**config.mk**
```make
export PLATFORM = sky130hd
export DESIGN_NAME = mc_main_fsm
export DESIGN_NICKNAME = d
export VERILOG_FILES = /design/src/rtl/mc_ctrl_pkg.sv /design/src/rtl/mc_ctrl_decode.sv /design/src/rtl/mc_main_fsm.sv
export SDC_FILE = /design/constraint.sdc
export NUM_CORES = 1
export LEC_CHECK = 0
export BUFFER_PORTS_ARGS = -buffer_cell sky130_fd_sc_hd__buf_4
export CORE_AREA = 2 2 40 42
export DETAILED_ROUTE_END_ITERATION = 16
export DIE_AREA = 0 0 42 44
export GPL_ROUTABILITY_DRIVEN = 0
export PLACE_DENSITY = 0.65
export SKIP_CTS_REPAIR_TIMING = 1
export SLEW_MARGIN = 20
export SYNTH_ARGS = -nofsm -noshare
export SYNTH_HDL_FRONTEND = slang
export SYNTH_SLANG_ARGS = --single-unit
```
**constraint.sdc**
```tcl
create_clock -name clk -period 1.3 [get_ports clk]
set_input_delay 0.13 -clock clk [delete_from_list [all_inputs] [get_ports clk]]
set_output_delay 0.13 -clock clk [all_outputs]
set_load 0.01 [all_outputs]
```
**src/rtl/mc_ctrl_pkg.sv**
```systemverilog
// Shared encodings for the multicycle controller: FSM states, mux selects,
// opcode classes and the packed control vector produced by the state decoder.
package mc_ctrl_pkg;

  typedef enum logic [3:0] {
    S_FETCH    = 4'd0,
    S_DECODE   = 4'd1,
    S_MEMADR   = 4'd2,
    S_MEMREAD  = 4'd3,
    S_MEMWB    = 4'd4,
    S_MEMWRITE = 4'd5,
    S_EXECUTER = 4'd6,
    S_EXECUTEI = 4'd7,
    S_ALUWB    = 4'd8,
    S_BRANCH   = 4'd9,
    S_ILLEGAL  = 4'd10
  } state_e;

  localparam logic [1:0] SRCA_REG    = 2'b00;
  localparam logic [1:0] SRCA_PC     = 2'b01;
  localparam logic [1:0] SRCA_ALUOUT = 2'b10;

  localparam logic [1:0] SRCB_WD     = 2'b00;
  localparam logic [1:0] SRCB_IMM    = 2'b01;
  localparam logic [1:0] SRCB_FOUR   = 2'b10;

  localparam logic [1:0] RES_ALUOUT  = 2'b00;
  localparam logic [1:0] RES_DATA    = 2'b01;
  localparam logic [1:0] RES_ALURES  = 2'b10;

  localparam logic [1:0] OP_DP       = 2'b00;
  localparam logic [1:0] OP_MEM      = 2'b01;
  localparam logic [1:0] OP_BR       = 2'b10;

  typedef struct packed {
    logic       next_pc;
    logic       branch;
    logic       mem_w;
    logic       reg_w;
    logic       ir_write;
    logic       adr_src;
    logic [1:0] result_src;
    logic [1:0] alu_src_a;
    logic [1:0] alu_src_b;
    logic       alu_op;
    logic       instr_done;
  } ctrl_t;

endpackage

```
**src/rtl/mc_ctrl_decode.sv**
```systemverilog
// Pure state -> control-vector decode. MemReady qualification and reset gating
// are applied by the parent FSM, so the strobes here are the unqualified values.
module mc_ctrl_decode
  import mc_ctrl_pkg::*;
(
  input  logic [3:0]  state_i,
  output logic [13:0] ctrl_o,
  output logic        illegal_o
);

  ctrl_t c;

  always_comb begin
    c         = '0;
    illegal_o = 1'b0;
    case (state_e'(state_i))
      S_FETCH: begin
        c.ir_write   = 1'b1;
        c.next_pc    = 1'b1;
        c.alu_src_a  = SRCA_PC;
        c.alu_src_b  = SRCB_FOUR;
        c.result_src = RES_ALURES;
      end
      S_DECODE: begin
        c.alu_src_a  = SRCA_PC;
        c.alu_src_b  = SRCB_FOUR;
        c.result_src = RES_ALURES;
      end
      S_MEMADR: begin
        c.alu_src_a = SRCA_REG;
        c.alu_src_b = SRCB_IMM;
      end
      S_MEMREAD: c.adr_src = 1'b1;
      S_MEMWB: begin
        c.result_src = RES_DATA;
        c.reg_w      = 1'b1;
        c.instr_done = 1'b1;
      end
      S_MEMWRITE: begin
        c.adr_src    = 1'b1;
        c.mem_w      = 1'b1;
        c.instr_done = 1'b1;
      end
      S_EXECUTER: begin
        c.alu_src_a = SRCA_REG;
        c.alu_src_b = SRCB_WD;
        c.alu_op    = 1'b1;
      end
      S_EXECUTEI: begin
        c.alu_src_a = SRCA_REG;
        c.alu_src_b = SRCB_IMM;
        c.alu_op    = 1'b1;
      end
      S_ALUWB: begin
        c.result_src = RES_ALUOUT;
        c.reg_w      = 1'b1;
        c.instr_done = 1'b1;
      end
      S_BRANCH: begin
        c.alu_src_a  = SRCA_ALUOUT;
        c.alu_src_b  = SRCB_IMM;
        c.result_src = RES_ALURES;
        c.branch     = 1'b1;
        c.instr_done = 1'b1;
      end
      S_ILLEGAL: begin
        c.instr_done = 1'b1;
        illegal_o    = 1'b1;
      end
      default: begin
        c         = '0;
        illegal_o = 1'b0;
      end
    endcase
  end

  assign ctrl_o = c;

endmodule

```
**src/rtl/mc_main_fsm.sv**
```systemverilog
// Main control FSM of the multicycle processor: one state per cycle, with the
// shared memory's MemReady stretching FETCH, MEMREAD and MEMWRITE.
module mc_main_fsm
  import mc_ctrl_pkg::*;
(
  input  logic       clk,
  input  logic       reset,
  input  logic [1:0] Op,
  input  logic [5:0] Funct,
  input  logic       MemReady,
  output logic       IRWrite,
  output logic       AdrSrc,
  output logic [1:0] ALUSrcA,
  output logic [1:0] ALUSrcB,
  output logic [1:0] ResultSrc,
  output logic       NextPC,
  output logic       RegW,
  output logic       MemW,
  output logic       Branch,
  output logic       ALUOp,
  output logic       InstrDone,
  output logic       Illegal,
  output logic [3:0] state_dbg_o
);

  state_e      state_q, state_d;
  logic [13:0] ctrl_raw;
  ctrl_t       raw;
  logic        illegal_raw;
  logic        unused_funct;

  assign unused_funct = ^Funct[4:1];

  always_comb begin
    state_d = S_FETCH;
    case (state_q)
      S_FETCH:    state_d = MemReady ? S_DECODE : S_FETCH;
      S_DECODE: begin
        if (Op == OP_MEM)     state_d = S_MEMADR;
        else if (Op == OP_DP) state_d = Funct[5] ? S_EXECUTEI : S_EXECUTER;
        else if (Op == OP_BR) state_d = S_BRANCH;
        else                  state_d = S_ILLEGAL;
      end
      S_MEMADR:   state_d = Funct[0] ? S_MEMREAD : S_MEMWRITE;
      S_MEMREAD:  state_d = MemReady ? S_MEMWB : S_MEMREAD;
      S_MEMWRITE: state_d = MemReady ? S_FETCH : S_MEMWRITE;
      S_EXECUTER: state_d = S_ALUWB;
      S_EXECUTEI: state_d = S_ALUWB;
      default:    state_d = S_FETCH;
    endcase
  end

  always_ff @(posedge clk) begin
    if (reset) state_q <= S_FETCH;
    else       state_q <= state_d;
  end

  mc_ctrl_decode u_decode (
    .state_i   (state_q),
    .ctrl_o    (ctrl_raw),
    .illegal_o (illegal_raw)
  );

  assign raw = ctrl_t'(ctrl_raw);

  // Fetch strobes fire only in the cycle memory completes, so each fetch
  // produces exactly one IRWrite/NextPC; a stalled store finishes on MemReady.
  assign IRWrite   = ~reset & raw.ir_write & MemReady;
  assign NextPC    = ~reset & raw.next_pc & MemReady;
  assign InstrDone = ~reset & raw.instr_done & ((state_q != S_MEMWRITE) | MemReady);
  assign AdrSrc    = ~reset & raw.adr_src;
  assign ALUSrcA   = reset ? 2'b00 : raw.alu_src_a;
  assign ALUSrcB   = reset ? 2'b00 : raw.alu_src_b;
  assign ResultSrc = reset ? 2'b00 : raw.result_src;
  assign RegW      = ~reset & raw.reg_w;
  assign MemW      = ~reset & raw.mem_w;
  assign Branch    = ~reset & raw.branch;
  assign ALUOp     = ~reset & raw.alu_op;
  assign Illegal   = ~reset & illegal_raw;

  assign state_dbg_o = state_q;

endmodule
```
==> run_results.csv <==
group,metric,value,unit
status,status,"finished with violations",
status,violations,"negative setup slack",
hold_path,min-delay-start,"reset",
layout,stdcell_area,825,um^2
global_route,grt_max_degree,12,
setup_path,r2r.worst_path.cells,4,
power,max-vdd-ir-drop,0.000725,V
flow_run,cap_viol_max_count,0,
placed_design,dpl_cell_area,709,um^2
sta,rsz0062_at_grt,"yes",
yosys,synthDistinctLibCells,28,
sta,finalMaxSlewViolations,0,
layout,antenna_cells,0,
detailed_routing,ant_nets,0,
cts,clk_latency,0.23,ns
detailed_routing,drc,0,
setup_path,worstPathArrival,1.32,ns
global_route,grt-ovfl-total,0,
sta,setup_viol,11,
floorplanning,die_h,44,um
floorplanning,io_pins,30,
setup_path,cp_max_fo,6,
cts,clkSlewWorstSetupHoldPaths,0.04,ns
placed_design,dp_hpwl,1010,um
yosys,synth_top_area_cell,"dfxtp_1",
sta,fin_crit_sh,112,%
yosys,synth.top_cell.area_share,17.3,%
power,cellLeakagePower,0.343,nW
setup_path,crit_path_end_kind,"output port",
floorplanning,coreArea,1420,um^2
cts,cts_root_buffer,"clkbuf_4",
yosys,synth_warnings,0,
floorplanning,initial_utilization,32.7,%
layout,nFillCells,127,
sta,slew_headroom,80.1,%
global_route,gr-usage-all-layers,15.1,%
detailed_routing,wire_per_inst,12.9,um
yosys,synth_area_leaders,"dfxtp_1 17%, a21oi_1 7.5%, nand2b_1 6.7%",
floorplanning,fp.dieW,42,um
hold_path,whs_path_depth,2,
global_route,antenna_found_initial,0,
yosys,syn-num-nets,73,
setup_path,crit_required,1.17,ns
layout,fin_nets,106,
floorplanning,die_area,1850,um^2
sta,setup_slack,-0.150,ns
global_route,grt_pass1_vias,530,
cts,tritoncts,"done",
cts,cts_made_buffers,3,
layout,final_util,58.1,%
hold_path,min_to,"state_dbg_o[1]",
cts,htreeDepth,1,
sta,worst_pin_slew,0.295,ns
yosys,synth-seq-cells,4,
detailed_routing,drt-vias-per-instance,5.36,
yosys,avgSynthCellArea,7.49,um^2
global_route,grt_first_pass_wirelength,2220,um
setup_path,r2r_start,"state_dbg_o[1]",
setup_path,cp-start-kind,"register",
layout,drive_above_1_share,59.1,%
detailed_routing,routed_wl,1410,um
cts,clock_path_buffers,2,
yosys,syn-cell-area,464,um^2
setup_path,reg2reg_slack,0.06,ns
detailed_routing,first_pass_iters,4,
hold_path,hold_class,"in -> reg",
placed_design,numPortBuffers,25,
layout,largest_reg_flops,4,
detailed_routing,vias,584,
setup_path,critPathKind,"reg -> out",
layout,area_growth,77.6,%
cts,cts_sinks,4,
sta,hold_viol_final,0,
setup_path,r2r_end,"state_dbg_o[2]",
yosys,syn_inst,62,
placed_design,pre_cts_ws,0.0110,ns
sta,fin_skew,0.00372,ns
sta,max_freq,690,MHz
floorplanning,num_rows,14,
detailed_routing,dr.first_iter.drc_count,9,
power,power_density,766,nW/um^2
yosys,yosysSeqAreaShare,17.3,%
sta,min_period,1.45,ns
==> synthesized netlist by cell type <==
| master | count |
|---|---|
| clkbuf_1 | 1 |
| buf_2 | 2 |
| buf_4 | 3 |
| xnor2_1 | 1 |
| or3b_1 | 2 |
| a21oi_1 | 7 |
| o21ba_1 | 1 |
| nor4b_1 | 3 |
| buf_6 | 1 |
| a2111oi_2 | 1 |
| o31a_1 | 2 |
| nand3_1 | 1 |
| nor3_1 | 4 |
| o211ai_1 | 1 |
| nor3b_1 | 3 |
| and4b_1 | 1 |
| nand2_1 | 1 |
| nand2b_1 | 5 |
| a21boi_1 | 1 |
| nor4_1 | 3 |
| nand3b_1 | 3 |
| and3b_1 | 1 |
| o21ai_0 | 1 |
| dfxtp_1 | 4 |
| or2_1 | 2 |
| nor2b_1 | 1 |
| nor2_1 | 5 |
| or2_0 | 1 |
==> layout make-up <==
type                    count  area, um^2  area share (%)
clock buffers               3        22.5            2.73
multi-input cells          51         414            50.2
repair buffers             35         278            33.7
well taps                  16        20.0            2.43
flip-flops and latches      4        90.1            10.9
==> how the worst max path moves through the flow <==
stage	start	end	slack, ns
CTS	state_dbg_o[3]	RegW	-0.25
finish	state_dbg_o[3]	InstrDone	-0.15
floorplan	state_dbg_o[1]	InstrDone	0.03
global route	state_dbg_o[2]	InstrDone	-0.20
detailed placement	state_dbg_o[3]	RegW	0.01
global placement	state_dbg_o[2]	state_dbg_o[0]	0.03
==> layout by cell type (no fill, tap or decap), drive strengths merged <==
cell	n
nor3	4
xnor2	1
nor4	3
a2111oi	1
clkbuf	3
nand2b	5
o21ai	1
a21boi	1
a21oi	7
nand3	1
nor4b	3
nor3b	3
or2	3
dfxtp	4
nand2	1
o211ai	1
o21ba	1
buf	35
nor2b	1
nor2	5
and4b	1
nand3b	3
o31a	2
and3b	1
or3b	2
==> metal layers <==
metal | vias up | GRT usage (%) | wire (um)
met3 | 2 | 1.25 | 48
met2 | 13 | 26.3 | 719
met4 | 0 | 5.81 | 4
li1 | 295 | - | -
met1 | 274 | 19.5 | 633
met5 | - | 0 | 0
==> metrics by stage <==
stage / setup TNS [ns] / hold slack, ns / power [mW] / cells
2_1_floorplan: 0 / 0.295 / 0.311 / 62
3_3_place_gp: 0 / 0.417 / 0.428 / 106
3_5_place_dp: 0 / 0.417 / 0.431 / 106
4_1_cts: -1.52 / 0.170 / 0.586 / 109
5_1_grt: -1.69 / 0.190 / 0.674 / 109
6_report: -0.870 / 0.176 / 0.631 / 109
==> power breakdown <==
part,switching (mW),internal (mW)
Combinational,0.151,0.174
Sequential,0.0221,0.135
Clock,0.0462,0.103
==> worst max-delay path, cell delays in order, from the launching register on <==
cell and delay (ns):
dfxtp_4 0.36, or3b_4 0.39, a21oi_2 0.12, o21ba_1 0.12, buf_4 0.11
==> cell families after synthesis <==
group                  after synthesis  share of synthesized area, %
AO/OA/AOI/OAI                       14                          21.0
XOR/XNOR                             1                          1.89
buffers and inverters                7                          10.2
flip-flops                           4                          17.3
AND/OR/NAND/NOR                     36                          49.6
Power figures use the tool's default switching activity.
